### src/rtl/chaotic_pkg.sv
// Shared definitions for the chaotic-trajectory sequencer: FSM state
// encoding and default slot/address sizing.
package chaotic_pkg;

    localparam int SLOT_NUM_DEF = 243;
    localparam int ADDR_W_DEF   = 8;

    typedef enum logic [2:0] {
        ST_IDLE,
        ST_SEED,
        ST_RUN,
        ST_DRAIN,
        ST_DONE
    } seq_state_e;

endpackage

### src/rtl/slot_addr_cnt.sv
// Slot address counter: steps 0..SLOT_NUM-1 while enabled and wraps to 0,
// with a one-cycle wrap pulse on the last slot.
module slot_addr_cnt
    import chaotic_pkg::*;
#(
    parameter int SLOT_NUM = SLOT_NUM_DEF,
    parameter int ADDR_W   = ADDR_W_DEF
) (
    input  logic              clk,
    input  logic              rst_n,
    input  logic              clr_i,
    input  logic              en_i,
    output logic [ADDR_W-1:0] addr_o,
    output logic              wrap_o
);

    localparam logic [ADDR_W-1:0] LAST_ADDR = ADDR_W'(SLOT_NUM - 1);

    logic [ADDR_W-1:0] addr_q;
    logic [ADDR_W-1:0] addr_d;

    assign wrap_o = en_i && (addr_q == LAST_ADDR);
    assign addr_o = addr_q;

    // clear has priority so an abort always lands on slot 0
    always_comb begin
        addr_d = addr_q;
        if (clr_i) begin
            addr_d = '0;
        end else if (en_i) begin
            addr_d = wrap_o ? '0 : addr_q + ADDR_W'(1);
        end
    end

    always_ff @(posedge clk or negedge rst_n) begin
        if (!rst_n) begin
            addr_q <= '0;
        end else begin
            addr_q <= addr_d;
        end
    end

endmodule

### src/rtl/chaotic_seq_ctrl.sv
// Sequencer for an interleaved chaotic-map datapath: seeds the state RAM,
// issues iter_num passes over all slots, then drains outstanding results.
module chaotic_seq_ctrl
    import chaotic_pkg::*;
#(
    parameter int DATA_WIDTH = 64,
    parameter int SLOT_NUM   = SLOT_NUM_DEF,
    parameter int ADDR_W     = ADDR_W_DEF,
    parameter int ITER_W     = 16
) (
    input  logic              clk,
    input  logic              rst_n,
    input  logic              start,
    input  logic              abort,
    input  logic [ITER_W-1:0] iter_num,
    output logic              seed_sel,
    input  logic              n1_valid,
    output logic              n_valid,
    output logic [ADDR_W-1:0] rd_addr,
    output logic [ADDR_W-1:0] wr_addr,
    output logic              ram_we,
    output logic              busy,
    output logic              done,
    output logic [ITER_W-1:0] pass_cnt
);

    localparam int OUT_W = ADDR_W + ITER_W;

    if (DATA_WIDTH < 1 || SLOT_NUM < 1 || SLOT_NUM > (1 << ADDR_W)) begin : g_bad_params
        $error("chaotic_seq_ctrl: illegal DATA_WIDTH/SLOT_NUM/ADDR_W combination");
    end

    seq_state_e        state_q;
    logic [ITER_W-1:0] iter_q;
    logic [ITER_W-1:0] pass_cnt_q;
    logic [OUT_W-1:0]  outst_q;
    logic [OUT_W-1:0]  outst_d;

    logic in_seed, in_run, in_drain, in_job;
    logic job_start, cnt_clr, result_ret;
    logic rd_wrap, wr_wrap;

    assign in_seed  = (state_q == ST_SEED);
    assign in_run   = (state_q == ST_RUN);
    assign in_drain = (state_q == ST_DRAIN);
    assign in_job   = in_seed || in_run || in_drain;

    assign job_start  = (state_q == ST_IDLE) && start && !abort;
    assign cnt_clr    = job_start || (in_job && abort);
    assign result_ret = (in_run || in_drain) && n1_valid;

    assign n_valid  = in_run && (pass_cnt_q != iter_q);
    assign ram_we   = in_seed || result_ret;
    assign seed_sel = in_seed;
    assign busy     = in_job;
    assign done     = (state_q == ST_DONE);
    assign pass_cnt = pass_cnt_q;

    slot_addr_cnt #(.SLOT_NUM(SLOT_NUM), .ADDR_W(ADDR_W)) u_rd_cnt (
        .clk    (clk),
        .rst_n  (rst_n),
        .clr_i  (cnt_clr),
        .en_i   (n_valid),
        .addr_o (rd_addr),
        .wrap_o (rd_wrap)
    );

    slot_addr_cnt #(.SLOT_NUM(SLOT_NUM), .ADDR_W(ADDR_W)) u_wr_cnt (
        .clk    (clk),
        .rst_n  (rst_n),
        .clr_i  (cnt_clr),
        .en_i   (ram_we),
        .addr_o (wr_addr),
        .wrap_o (wr_wrap)
    );

    // results can never outnumber issues, so a return at zero is not counted
    always_comb begin
        outst_d = outst_q;
        if (n_valid && !result_ret) begin
            outst_d = outst_q + OUT_W'(1);
        end else if (!n_valid && result_ret && (outst_q != '0)) begin
            outst_d = outst_q - OUT_W'(1);
        end
    end

    always_ff @(posedge clk or negedge rst_n) begin
        if (!rst_n) begin
            state_q    <= ST_IDLE;
            iter_q     <= '0;
            pass_cnt_q <= '0;
            outst_q    <= '0;
        end else begin
            case (state_q)
                ST_IDLE: begin
                    if (job_start) begin
                        iter_q     <= iter_num;
                        pass_cnt_q <= '0;
                        outst_q    <= '0;
                        state_q    <= ST_SEED;
                    end
                end
                ST_SEED: begin
                    if (abort) begin
                        outst_q <= '0;
                        state_q <= ST_IDLE;
                    end else if (wr_wrap) begin
                        state_q <= (iter_q == '0) ? ST_DONE : ST_RUN;
                    end
                end
                ST_RUN: begin
                    if (abort) begin
                        outst_q <= '0;
                        state_q <= ST_IDLE;
                    end else begin
                        outst_q <= outst_d;
                        if (rd_wrap) begin
                            pass_cnt_q <= pass_cnt_q + ITER_W'(1);
                        end
                        if (!n_valid) begin
                            state_q <= ST_DRAIN;
                        end
                    end
                end
                ST_DRAIN: begin
                    if (abort) begin
                        outst_q <= '0;
                        state_q <= ST_IDLE;
                    end else if (outst_q == '0) begin
                        state_q <= ST_DONE;
                    end else begin
                        outst_q <= outst_d;
                    end
                end
                ST_DONE: begin
                    state_q <= ST_IDLE;
                end
                default: begin
                    state_q <= ST_IDLE;
                end
            endcase
        end
    end

endmodule

### config.mk
export PLATFORM = sky130hd
export DESIGN_NAME = chaotic_seq_ctrl
export DESIGN_NICKNAME = d
export VERILOG_FILES = /design/src/rtl/chaotic_pkg.sv /design/src/rtl/slot_addr_cnt.sv /design/src/rtl/chaotic_seq_ctrl.sv
export SDC_FILE = /design/constraint.sdc
export NUM_CORES = 1
export LEC_CHECK = 0
export ABC_AREA = 1
export CORE_ASPECT_RATIO = 1.2
export CORE_UTILIZATION = 58
export CTS_CLUSTER_SIZE = 8
export DETAILED_ROUTE_END_ITERATION = 8
export PLACE_DENSITY = 0.79
export SKIP_LAST_GASP = 1
export SLEW_MARGIN = 10
export SYNTH_ARGS = -nofsm -noshare
export SYNTH_HDL_FRONTEND = slang
export SYNTH_HIERARCHICAL = 1
export SYNTH_SLANG_ARGS = --single-unit
export TNS_END_PERCENT = 50
### constraint.sdc
create_clock -name clk -period 3.7 [get_ports clk]
set_clock_uncertainty 0.05 [all_clocks]
set_input_delay 0.74 -clock clk [delete_from_list [all_inputs] [get_ports clk]]
set_output_delay 0.74 -clock clk [all_outputs]
set_load 0.02 [all_outputs]
==> flow_summary.toml <==
[clocking]
root_buffer = "clkbuf_16"
cts-htree-levels = 3
clock-sinks = 75
path_clk_slew_ps = 60
cts_resized = 0
tritoncts = "done"
cts_buffers = 9
clk_latency_ps = 340
post_cts_buffers = 0
clock_path_buffers = 2
cts_hold_buf = 0

[power_and_ir_drop]
power_per_cell_area_nw_per_um2 = 989
power.switching_uw = 3600
p_comb_share_pct = 67.8
p_leak_uw = 0.00345
seq_power_share_pct = 18.9
swShare_pct = 53.3
ir_drop_mv = 0.925
totalPowerFinal_uw = 6750
clockPowerShare_pct = 13.3
p_int_uw = 3150

[sta]
min_period_over_period_pct = 84.2
max_freq_ghz = 0.321
max_slew_margin_pct = 35.6
hold_viol_final = 0
holdWs_ps = 471
tns_ps = 0
grt_setup_unrepaired = "no"
period_needed_ps = 3110
setup_slack_ps = 586
drv_slew = 0
setup_viol = 0
worst_slew_pin_slew_ps = 966

[floorplanning]
die-area_um2 = 10400
initial_utilization_pct = 60.4
core-area_um2 = 9610
chipHeight_um = 112
die_w_um = 93.3
io_pins = 58
row_count = 39

[logic_synthesis]
synth_edf_count = 0
syn_avg_cell_area_um2 = 6.77
yosysTopAreaCellShare_pct = 32.3
synthTopCellsByArea = "dfrtp_1 (32%), nand2_1 (18%), inv_1 (8.1%), ha_1 (6.5%), nor2_1 (4.8%)"
async_reset_ff_share_pct = 100
yosysUniqueCellTypes = 40
yosysWarnings = 6
synth-seq-cells = 75
synthFlopType = "dfrtp_1"
yosysTopAreaCell = "dfrtp_1"
yosysSeqAreaShare_pct = 32.3
syn_inst = 858
synth_area_um2 = 5810
syn_nets = 910

[placement]
dp_slack_ps = 303
portBuffers = 57
place_area_um2 = 6530
place.gp.congestion = 0.948
dp_hpwl_mm = 11.3

[setup_path]
cp-start-kind = "flip-flop"
worstPathArrival_ps = 3330
critPathMaxFanout = 26
endpoint_kind = "flip-flop"
required_ps = 3920
worstSetupPathType = "reg -> reg"

[flow_run]
drv_cap = 0

[layout]
diodes = 0
area_delta_synth_final_pct = 17.5
final_cell_mix = "nand2_1 (286), inv_1 (126), dfrtp_1 (75), nor2_1 (74), clkdlybuf4s50_1 (56)"
final_area_um2 = 6820
mostFrequentLayoutCell = "nand2_1"
drive_gt1_share_pct = 8.62
fin_nets = 976

[routing]
firstDrtPassIters = 5
drt_first_iter_violations = 304
postRouteAntennaNets = 0
vias = 5606
drc_errors = 0
viasPerCell = 5.33
wl_per_cell_um = 14.2
wirelength_mm = 15.0

[global_route]
grt_pass1_vias = 5557
antenna_found_initial = 0
grt_pass1_wl_mm = 25.4
grt_max_degree = 76
track_usage_pct = 30.8
grt-ovfl-total = 0

[outcome]
outcome = "finished clean"

[hold_path]
hold_path.class = "reg -> reg"
path summary, 6_finish.rpt:
kind                                          from                 endpoint  slack, ps  cells after the start
setup reg to reg           pass_cnt[5]$_DFFE_PN0P_  outst_q[21]$_DFFE_PN0P_        590                     18
hold reg to reg            outst_q[10]$_DFFE_PN0P_  outst_q[10]$_DFFE_PN0P_        470                      2
setup / recovery           pass_cnt[5]$_DFFE_PN0P_  outst_q[21]$_DFFE_PN0P_        590                     18
hold / removal             outst_q[10]$_DFFE_PN0P_  outst_q[10]$_DFFE_PN0P_        470                      2
min in group asynchronous                    rst_n    iter_q[5]$_DFFE_PN0P_        500                      1
max in group asynchronous                    rst_n   iter_q[11]$_DFFE_PN0P_       2470                      1
per-layer routing:
layer / up-vias / global-route usage (%) / part of all wire, %
met5: - / 0 / 0
met4: 0 / 11.4 / 2.1
met3: 24 / 3.21 / 3.3
met2: 134 / 57.2 / 53
met1: 2586 / 36.1 / 42
li1: 2862 / - / -
metrics by stage:
step                      instances  utilization [%]
after detailed placement       1036             67.9
after CTS                      1051             71.0
after floorplan                 858                -
final                          1051             71.0
after global placement         1036             67.9
after global routing           1051             71.0
sequential cells by signal (all words and copies together) (netlist names):
register / cells
u_rd_cnt/addr_o: 8
u_wr_cnt/addr_o: 8
pass_cnt: 16
iter_q: 16
outst_q: 24
state_q: 3
Yosys cell counts, drive strengths merged (15+ instances only):
cell type / instances
dfrtp: 75
o21ai: 59
nand4: 21
nor2: 84
ha: 30
nand3: 47
xor2: 15
nand2: 297
a21oi: 33
inv: 133
nor3: 20
final cells by class:
| cell class | count | area [um^2] |
|---|---|---|
| inverters | 134 | 503 |
| clock buffers | 13 | 260 |
| fillers | 843 | 2790 |
| repair buffers | 65 | 641 |
| well taps | 123 | 154 |
| flip-flops and latches | 75 | 1880 |
| multi-input cells | 639 | 3350 |
| clock inverters | 2 | 35.0 |
power by group through the flow:
stage	clock [uW]	combinational [uW]	sequential [uW]
2_1_floorplan	0	3350	1250
3_3_place_gp	0	4440	1270
3_5_place_dp	0	4510	1280
4_1_cts	895	4550	1270
5_1_grt	940	5140	1310
6_report	896	4580	1270
critical path, cell delays in order, from the launching register on:
cell	delay [ps]
dfrtp_1	440
inv_1	100
nand2_1	60
nand2_1	50
nor2_1	140
nand2_1	90
nor2_1	140
nand2_2	120
nand3_2	140
buf_12	190
ha_1	300
or2_2	300
nand2_1	150
o21ai_0	200
nand2_1	140
nand3_1	90
nand2_1	70
nand4_1	120
o21ai_2	140
cells by family (layout without fill, tap and decap cells):
logic type / Yosys count / count (layout) / synth area share [%]
DFF: 75 / 75 / 32.3
buffers and inverters: 144 / 214 / 9.91
xor gates and xnor gates: 20 / 20 / 3.02
adders and majority gates: 31 / 31 / 6.81
and+or+nand+nor: 484 / 484 / 37.4
AOI/OAI and AO/OA: 104 / 104 / 10.6
(Power assumes the default switching activity.)
